## config.mk

```make
export PLATFORM = sky130hd
export DESIGN_NAME = ps2_kbd_ascii
export DESIGN_NICKNAME = d
export VERILOG_FILES = /design/src/rtl/ps2_kbd_pkg.sv /design/src/rtl/ps2_scan2asc.sv /design/src/rtl/ps2_kbd_ascii.sv
export SDC_FILE = /design/constraint.sdc
export NUM_CORES = 1
export LEC_CHECK = 0
export ABC_AREA = 1
export CAP_MARGIN = 0
export CORE_UTILIZATION = 45
export DETAILED_ROUTE_END_ITERATION = 12
export PLACE_DENSITY = 0.66
export RECOVER_POWER = 25
export SLEW_MARGIN = 10
export SYNTH_ARGS = -nofsm -noshare
export SYNTH_HDL_FRONTEND = slang
export SYNTH_HIERARCHICAL = 1
export SYNTH_SLANG_ARGS = --single-unit
```

## constraint.sdc

```tcl
create_clock -name clk -period 5.7 [get_ports clk]
set_clock_uncertainty 0.05 [all_clocks]
set_input_delay 1.425 -clock clk [delete_from_list [all_inputs] [get_ports clk]]
set_output_delay 1.425 -clock clk [all_outputs]
set_load 0.02 [all_outputs]
```

## src/rtl/ps2_kbd_pkg.sv

```systemverilog
// Shared types and scan-code constants for the PS/2 keyboard-to-ASCII slice.
package ps2_kbd_pkg;

  typedef enum logic [1:0] {
    ST_IDLE,
    ST_DATA,
    ST_PARITY,
    ST_STOP
  } rx_state_t;

  localparam logic [7:0] SC_EXT    = 8'hE0;
  localparam logic [7:0] SC_BRK    = 8'hF0;
  localparam logic [7:0] SC_LSHIFT = 8'h12;
  localparam logic [7:0] SC_RSHIFT = 8'h59;

endpackage

```

## src/rtl/ps2_scan2asc.sv

```systemverilog
// Combinational set-2 scan code to ASCII translation (letters, digits,
// space, enter, backspace). Extended codes and unknown codes give 8'h00.
module ps2_scan2asc (
  input  logic [7:0] scancode,
  input  logic       shift,
  input  logic       ext,
  output logic [7:0] ascii
);

  logic [7:0] base;

  // Lookup of the unshifted character, then upper-casing of letters.
  always_comb begin
    base = 8'h00;
    unique case (scancode)
      8'h1C: base = "a";  8'h32: base = "b";  8'h21: base = "c";
      8'h23: base = "d";  8'h24: base = "e";  8'h2B: base = "f";
      8'h34: base = "g";  8'h33: base = "h";  8'h43: base = "i";
      8'h3B: base = "j";  8'h42: base = "k";  8'h4B: base = "l";
      8'h3A: base = "m";  8'h31: base = "n";  8'h44: base = "o";
      8'h4D: base = "p";  8'h15: base = "q";  8'h2D: base = "r";
      8'h1B: base = "s";  8'h2C: base = "t";  8'h3C: base = "u";
      8'h2A: base = "v";  8'h1D: base = "w";  8'h22: base = "x";
      8'h35: base = "y";  8'h1A: base = "z";
      8'h45: base = "0";  8'h16: base = "1";  8'h1E: base = "2";
      8'h26: base = "3";  8'h25: base = "4";  8'h2E: base = "5";
      8'h36: base = "6";  8'h3D: base = "7";  8'h3E: base = "8";
      8'h46: base = "9";
      8'h29: base = 8'h20;
      8'h5A: base = 8'h0D;
      8'h66: base = 8'h08;
      default: base = 8'h00;
    endcase

    ascii = base;
    if (ext)
      ascii = 8'h00;
    else if (shift && base >= "a" && base <= "z")
      ascii = base - 8'h20;
  end

endmodule

```

## src/rtl/ps2_kbd_ascii.sv

```systemverilog
// PS/2 keyboard receiver, make/break decoder and ASCII FIFO.
// Optional receiver watchdog enabled by defining PS2_TIMEOUT_EN.
module ps2_kbd_ascii
  import ps2_kbd_pkg::*;
#(
  parameter int FIFO_DEPTH     = 8,
  parameter int TIMEOUT_CYCLES = 50000
) (
  input  logic       clk,
  input  logic       rst_n,
  input  logic       ps2_clk,
  input  logic       ps2_data,
  input  logic       rd_en,
  output logic [7:0] asc,
  output logic       ready,
  output logic       overflow,
  output logic       parity_err
);

  localparam int AW = $clog2(FIFO_DEPTH);

  if (FIFO_DEPTH < 2 || TIMEOUT_CYCLES < 1) begin : g_param_check
    $error("ps2_kbd_ascii: FIFO_DEPTH must be >= 2 and TIMEOUT_CYCLES >= 1");
  end

  logic [1:0] clk_sync, data_sync;
  logic       clk_prev, fall, rx_bit;

  rx_state_t  state, state_n;
  logic [2:0] bit_cnt, bit_cnt_n;
  logic [7:0] shreg, shreg_n;
  logic       par_q, par_n, stb_n, perr_n, byte_stb;

  logic       shift_f, brk_f, ext_f;
  logic [7:0] xlat;
  logic       push_valid;
  logic [7:0] push_data;

  logic [7:0]  mem [FIFO_DEPTH];
  logic [AW-1:0] wr_ptr, rd_ptr;
  logic [AW:0]   count;
  logic          empty, full, pop, wr;

  // Two-flop synchronisers plus a delayed copy of ps2_clk for edge detect.
  always_ff @(posedge clk) begin
    if (!rst_n) begin
      clk_sync  <= '1;
      data_sync <= '1;
      clk_prev  <= 1'b1;
    end else begin
      clk_sync  <= {clk_sync[0], ps2_clk};
      data_sync <= {data_sync[0], ps2_data};
      clk_prev  <= clk_sync[1];
    end
  end

  assign fall   = clk_prev & ~clk_sync[1];
  assign rx_bit = data_sync[1];

`ifdef PS2_TIMEOUT_EN
  localparam int TW = $clog2(TIMEOUT_CYCLES + 1);
  logic [TW-1:0] to_cnt;
  logic          timed_out;

  // Watchdog: cycles since the last ps2_clk falling edge, saturating.
  always_ff @(posedge clk) begin
    if (!rst_n)
      to_cnt <= '0;
    else if (fall)
      to_cnt <= '0;
    else if (to_cnt != TW'(TIMEOUT_CYCLES))
      to_cnt <= to_cnt + 1'b1;
  end

  assign timed_out = (state != ST_IDLE) && (to_cnt == TW'(TIMEOUT_CYCLES));
`endif

  // Receiver state register; strobes are registered so they appear the
  // cycle after the stop bit is sampled.
  always_ff @(posedge clk) begin
    if (!rst_n) begin
      state      <= ST_IDLE;
      bit_cnt    <= '0;
      shreg      <= '0;
      par_q      <= 1'b0;
      byte_stb   <= 1'b0;
      parity_err <= 1'b0;
    end else begin
      state      <= state_n;
      bit_cnt    <= bit_cnt_n;
      shreg      <= shreg_n;
      par_q      <= par_n;
      byte_stb   <= stb_n;
      parity_err <= perr_n;
    end
  end

  // Receiver next-state: advances only on a detected ps2_clk falling edge.
  always_comb begin
    state_n   = state;
    bit_cnt_n = bit_cnt;
    shreg_n   = shreg;
    par_n     = par_q;
    stb_n     = 1'b0;
    perr_n    = 1'b0;
    if (fall) begin
      unique case (state)
        ST_IDLE: begin
          if (!rx_bit) begin
            state_n   = ST_DATA;
            bit_cnt_n = '0;
          end
        end
        ST_DATA: begin
          shreg_n   = {rx_bit, shreg[7:1]};
          bit_cnt_n = bit_cnt + 3'd1;
          if (bit_cnt == 3'd7)
            state_n = ST_PARITY;
        end
        ST_PARITY: begin
          par_n   = rx_bit;
          state_n = ST_STOP;
        end
        ST_STOP: begin
          if (rx_bit && ^{shreg, par_q})
            stb_n = 1'b1;
          else
            perr_n = 1'b1;
          state_n = ST_IDLE;
        end
        default: state_n = ST_IDLE;
      endcase
    end
`ifdef PS2_TIMEOUT_EN
    else if (timed_out) begin
      state_n = ST_IDLE;
    end
`endif
  end

  ps2_scan2asc u_scan2asc (
    .scancode (shreg),
    .shift    (shift_f),
    .ext      (ext_f),
    .ascii    (xlat)
  );

  // Make/break decoder; translated characters are staged one cycle
  // before entering the FIFO.
  always_ff @(posedge clk) begin
    if (!rst_n) begin
      shift_f    <= 1'b0;
      brk_f      <= 1'b0;
      ext_f      <= 1'b0;
      push_valid <= 1'b0;
      push_data  <= '0;
    end else begin
      push_valid <= 1'b0;
      if (byte_stb) begin
        if (shreg == SC_EXT) begin
          ext_f <= 1'b1;
        end else if (shreg == SC_BRK) begin
          brk_f <= 1'b1;
        end else if (brk_f) begin
          if (shreg == SC_LSHIFT || shreg == SC_RSHIFT)
            shift_f <= 1'b0;
          brk_f <= 1'b0;
          ext_f <= 1'b0;
        end else begin
          if (shreg == SC_LSHIFT || shreg == SC_RSHIFT)
            shift_f <= 1'b1;
          else if (xlat != 8'h00) begin
            push_valid <= 1'b1;
            push_data  <= xlat;
          end
          ext_f <= 1'b0;
        end
      end
    end
  end

  assign empty = (count == '0);
  assign full  = (count == (AW+1)'(FIFO_DEPTH));
  assign pop   = rd_en & ~empty;
  // A pop in the same cycle frees the slot, so a full FIFO still accepts.
  assign wr    = push_valid & (~full | pop);

  // FIFO storage; contents need no reset because the head is masked when empty.
  always_ff @(posedge clk) begin
    if (wr)
      mem[wr_ptr] <= push_data;
  end

  // FIFO pointers, occupancy and sticky overflow.
  always_ff @(posedge clk) begin
    if (!rst_n) begin
      wr_ptr   <= '0;
      rd_ptr   <= '0;
      count    <= '0;
      overflow <= 1'b0;
    end else begin
      if (wr)
        wr_ptr <= wr_ptr + 1'b1;
      if (pop)
        rd_ptr <= rd_ptr + 1'b1;
      if (wr && !pop)
        count <= count + 1'b1;
      else if (pop && !wr)
        count <= count - 1'b1;
      if (push_valid && !wr)
        overflow <= 1'b1;
      else if (pop)
        overflow <= 1'b0;
    end
  end

  assign ready = ~empty;
  assign asc   = empty ? 8'h00 : mem[rd_ptr];

endmodule

```

==> Implementation_results.wiki <==
{| class="wikitable"
! Metric !! Value
|-
| Ports || 16
|-
| Largest family of logic cells by synthesized area || simple AND/OR/NAND/NOR gates
|-
| Routed length per placed instance || 13.6 µm
|-
| Status || complete, no violations
|-
| Critical Path Sink || asc[2]
|-
| Post-synthesis instance total || 701
|-
| Floorplan die width || 115 µm
|-
| TritonCTS sink count || 111
|-
| # resized after CTS || 0
|-
| Final cell count without fillers || 882
|-
| Initial antenna violation count || 0
|-
| Total of buffers placed on input and output ports || 15
|-
| Post-synthesis instance area || 5750 µm²
|-
| Proportion of synthesized flip-flops having asynchronous set or reset || 0%
|-
| Initial core utilization || 47.1%
|-
| Most numerous cell in the Yosys netlist || nand2_1
|-
| Clock transition at path regs || 0.07 ns
|-
| Worst hold slack || 0.366 ns
|-
| Hpwl dp || 8600 µm
|-
| XOR/XNOR share of the synthesized area || 0.457%
|-
| Count of flip-flops with a built-in enable after synthesis || 64
|-
| Critical Path Source Type || register
|-
| Post-CTS Setup Repair Bufs || 0
|-
| Post-synthesis compound-gate area fraction || 11.0%
|-
| Post-synthesis sequential element count || 111
|-
| Number of buffers added to fix hold violations after cts || 0
|-
| Max-cap violations || 0
|-
| Drt total wl || 12000 µm
|-
| Die Span Y || 115 µm
|-
| Max transition margin || 36.3%
|-
| Violation count after the first detailed-route iteration || 268
|-
| Pin count of the biggest net entering global routing || 33
|-
| Fraction of layout cells with a size suffix above 1 || 8.12%
|-
| Placed Cells incl. Taps || 866
|-
| Peak fanout along the critical path || 32
|-
| Path type of the worst min-delay path || register to register
|-
| Worst flop-to-flop path endpoint || push_data[3]$_SDFFE_PN0P_
|-
| Cell depth of the worst flop-to-flop path || 22
|-
| Register area share after synthesis || 49.8%
|-
| Pwr per Cell Area || 352 nW/µm²
|-
| Leading cell types by count after synthesis || nand2_1, nor2_1, inv_1
|-
| Unrepaired setup endpoints after global routing || no
|-
| Worst-Skew Late Latency || 0.35 ns
|-
| Distinct cell type count of the synthesized netlist || 38
|-
| Signal arrival time at the worst endpoint || 2.57 ns
|-
| Post-layout min period || 4.04 ns
|-
| Share of cell area taken by muxes after synthesis || 0%
|-
| Number of pins exceeding their max-slew limit in the final report || 0
|-
| Buffer levels on the longest clock path || 2
|-
| Most area-hungry cell type in the Yosys netlist || edfxtp_1
|-
| Instance area after placement || 6010 µm²
|-
| Num rows || 40
|-
| Total gr overflow || 0
|-
| Ys Warns || 6
|-
| Tot GR Track Use || 19.8%
|-
| Post-synthesis net count || 726
|-
| Pre-antenna DRT Iters || 5
|-
| Number of nets in the finished design || 734
|-
| Fin area || 6300 µm²
|-
| Maximum achievable frequency || 247 MHz
|-
| Final setup fails || 0
|-
| Launching point of the worst reg2reg path || shreg[1]$_SDFFE_PN0P_
|-
| Share of the synthesized area in the top cell type || 33.4%
|-
| Average via count per standard cell || 5.07
|-
| Cell leakage power || 2.61 nW
|-
| Area delta synth->final || 9.71%
|-
| Detail Route Antenna Nets || 0
|-
| Overall via count from detail_route || 4473
|-
| Period Utilization, post-route || 71.0%
|-
| Average cell area after synthesis || 8.20 µm²
|-
| CTS tree || built
|-
| Area enclosed by the die boundary || 13200 µm²
|-
| Sum of negative setup slack || 0 ns
|-
| Worst-Margin Slew || 0.951 ns
|-
| First-pass GRT wire length || 20200 µm
|-
| Critical path class || register to primary output
|-
| Critical Path End Type || primary output
|-
| Number of hold violations in the final report || 0
|-
| Data required, critical path || 4.22 ns
|-
| Count of inserted antenna diode cells || 0
|-
| Cell chosen for the clock root || clkbuf_16
|-
| Routability-driven placement congestion ratio || 0.868
|-
| Adder-cell area share of the yosys netlist || 4.49%
|-
| Vias in the first global route || 4189
|-
| CTS HTree Levels || 3
|-
| CTS buffer count || 9
|-
| Simple-gate share of the synthesized area || 26.6%
|-
| Main area contributors after synthesis || edfxtp_1, dfxtp_1, nand2_1
|-
| Setup slack on the worst flop-to-flop path || 2.42 ns
|-
| Number of remaining DRC errors || 0
|-
| Largest vdd supply drop || 138 µV
|-
| Most frequently used flop master after synthesis || edfxtp_1
|-
| Core outline area || 12200 µm²
|}
-- cell usage in the layout, fill, tap and decap left out, types with 5 or more instances in the layout --
cell / count
a21oi_1: 33
clkbuf_16: 9
clkdlybuf4s50_1: 15
dfxtp_1: 47
edfxtp_1: 64
ha_1: 19
inv_1: 72
inv_2: 7
nand2_1: 148
nand2_2: 7
nand3_1: 40
nand4_1: 9
nor2_1: 116
nor2_2: 5
o21ai_0: 42
o21ai_1: 25
o32ai_1: 8
or2_2: 5
-- worst min-delay path by stage --
| stage | endpoint | cells past startpoint | from |
|---|---|---|---|
| final | data_sync[1]$_SDFF_PN1_ | 1 | data_sync[0]$_SDFF_PN1_ |
| after global routing | data_sync[1]$_SDFF_PN1_ | 1 | data_sync[0]$_SDFF_PN1_ |
| after CTS | data_sync[1]$_SDFF_PN1_ | 1 | data_sync[0]$_SDFF_PN1_ |
| after detailed placement | data_sync[1]$_SDFF_PN1_ | 1 | data_sync[0]$_SDFF_PN1_ |
| after global placement | data_sync[1]$_SDFF_PN1_ | 1 | data_sync[0]$_SDFF_PN1_ |
| after floorplan | clk_sync[1]$_SDFF_PN1_ | 1 | clk_sync[0]$_SDFF_PN1_ |
-- report_power, final --
part | internal [mW] | switching (mW) | total [mW]
clock | 0.318 | 0.288 | 0.606
combinational | 0.289 | 0.397 | 0.687
sequential | 0.866 | 0.0631 | 0.929
total | 1.47 | 0.749 | 2.22
-- final cells by class --
| type | instances | area, µm² |
|---|---|---|
| Clock inverter | 5 | 52.6 |
| Sequential cell | 111 | 2860 |
| Tap cell | 168 | 210 |
| Fill cell | 1159 | 5910 |
| Multi-Input combinational cell | 486 | 2440 |
| Timing Repair Buffer | 17 | 165 |
| Clock buffer | 11 | 243 |
| Inverter | 84 | 327 |
-- logic make-up (layout without fill, tap and decap cells) --
kind of cell / after synthesis / after routing
xor gates and xnor gates: 3 / 3
DFF: 111 / 111
adders and majority gates: 20 / 20
and+or+nand+nor: 348 / 348
buffers and inverters: 104 / 117
AOI/OAI and AO/OA: 115 / 115
-- critical path, cell delays in order, from the launching register on --
cell and delay, ns:
dfxtp_1 0.94, o21ai_0 0.22, o21ai_1 0.21, o21ai_1 0.07, nor2_1 0.15, clkdlybuf4s50_1 0.62
-- through the flow --
| step | setup WS [ns] | power [mW] | utilization (%) |
|---|---|---|---|
| after floorplan | 2.70 | 1.39 | - |
| after global placement | 2.05 | 1.62 | 49.2 |
| after detailed placement | 2.01 | 1.63 | 49.2 |
| after CTS | 1.63 | 2.24 | 51.6 |
| after global routing | 1.37 | 2.36 | 51.6 |
| final | 1.66 | 2.22 | 51.6 |
-- sequential cells by signal (all words and copies together) (netlist names), 2 cells and up, named ones only --
signal and count:
count 4, mem 64, data_sync 2, bit_cnt 3, push_data 8, rd_ptr 3, wr_ptr 3, clk_sync 2
state 2, shreg 8
-- metal layers --
| metal | wire, µm | global-route usage (%) |
|---|---|---|
| met4 | 145 | 6.15 |
| met5 | 0 | 0 |
| met2 | 5910 | 33.8 |
| met3 | 467 | 4.53 |
| met1 | 5490 | 25.0 |
Power figures use the tool's default switching activity.
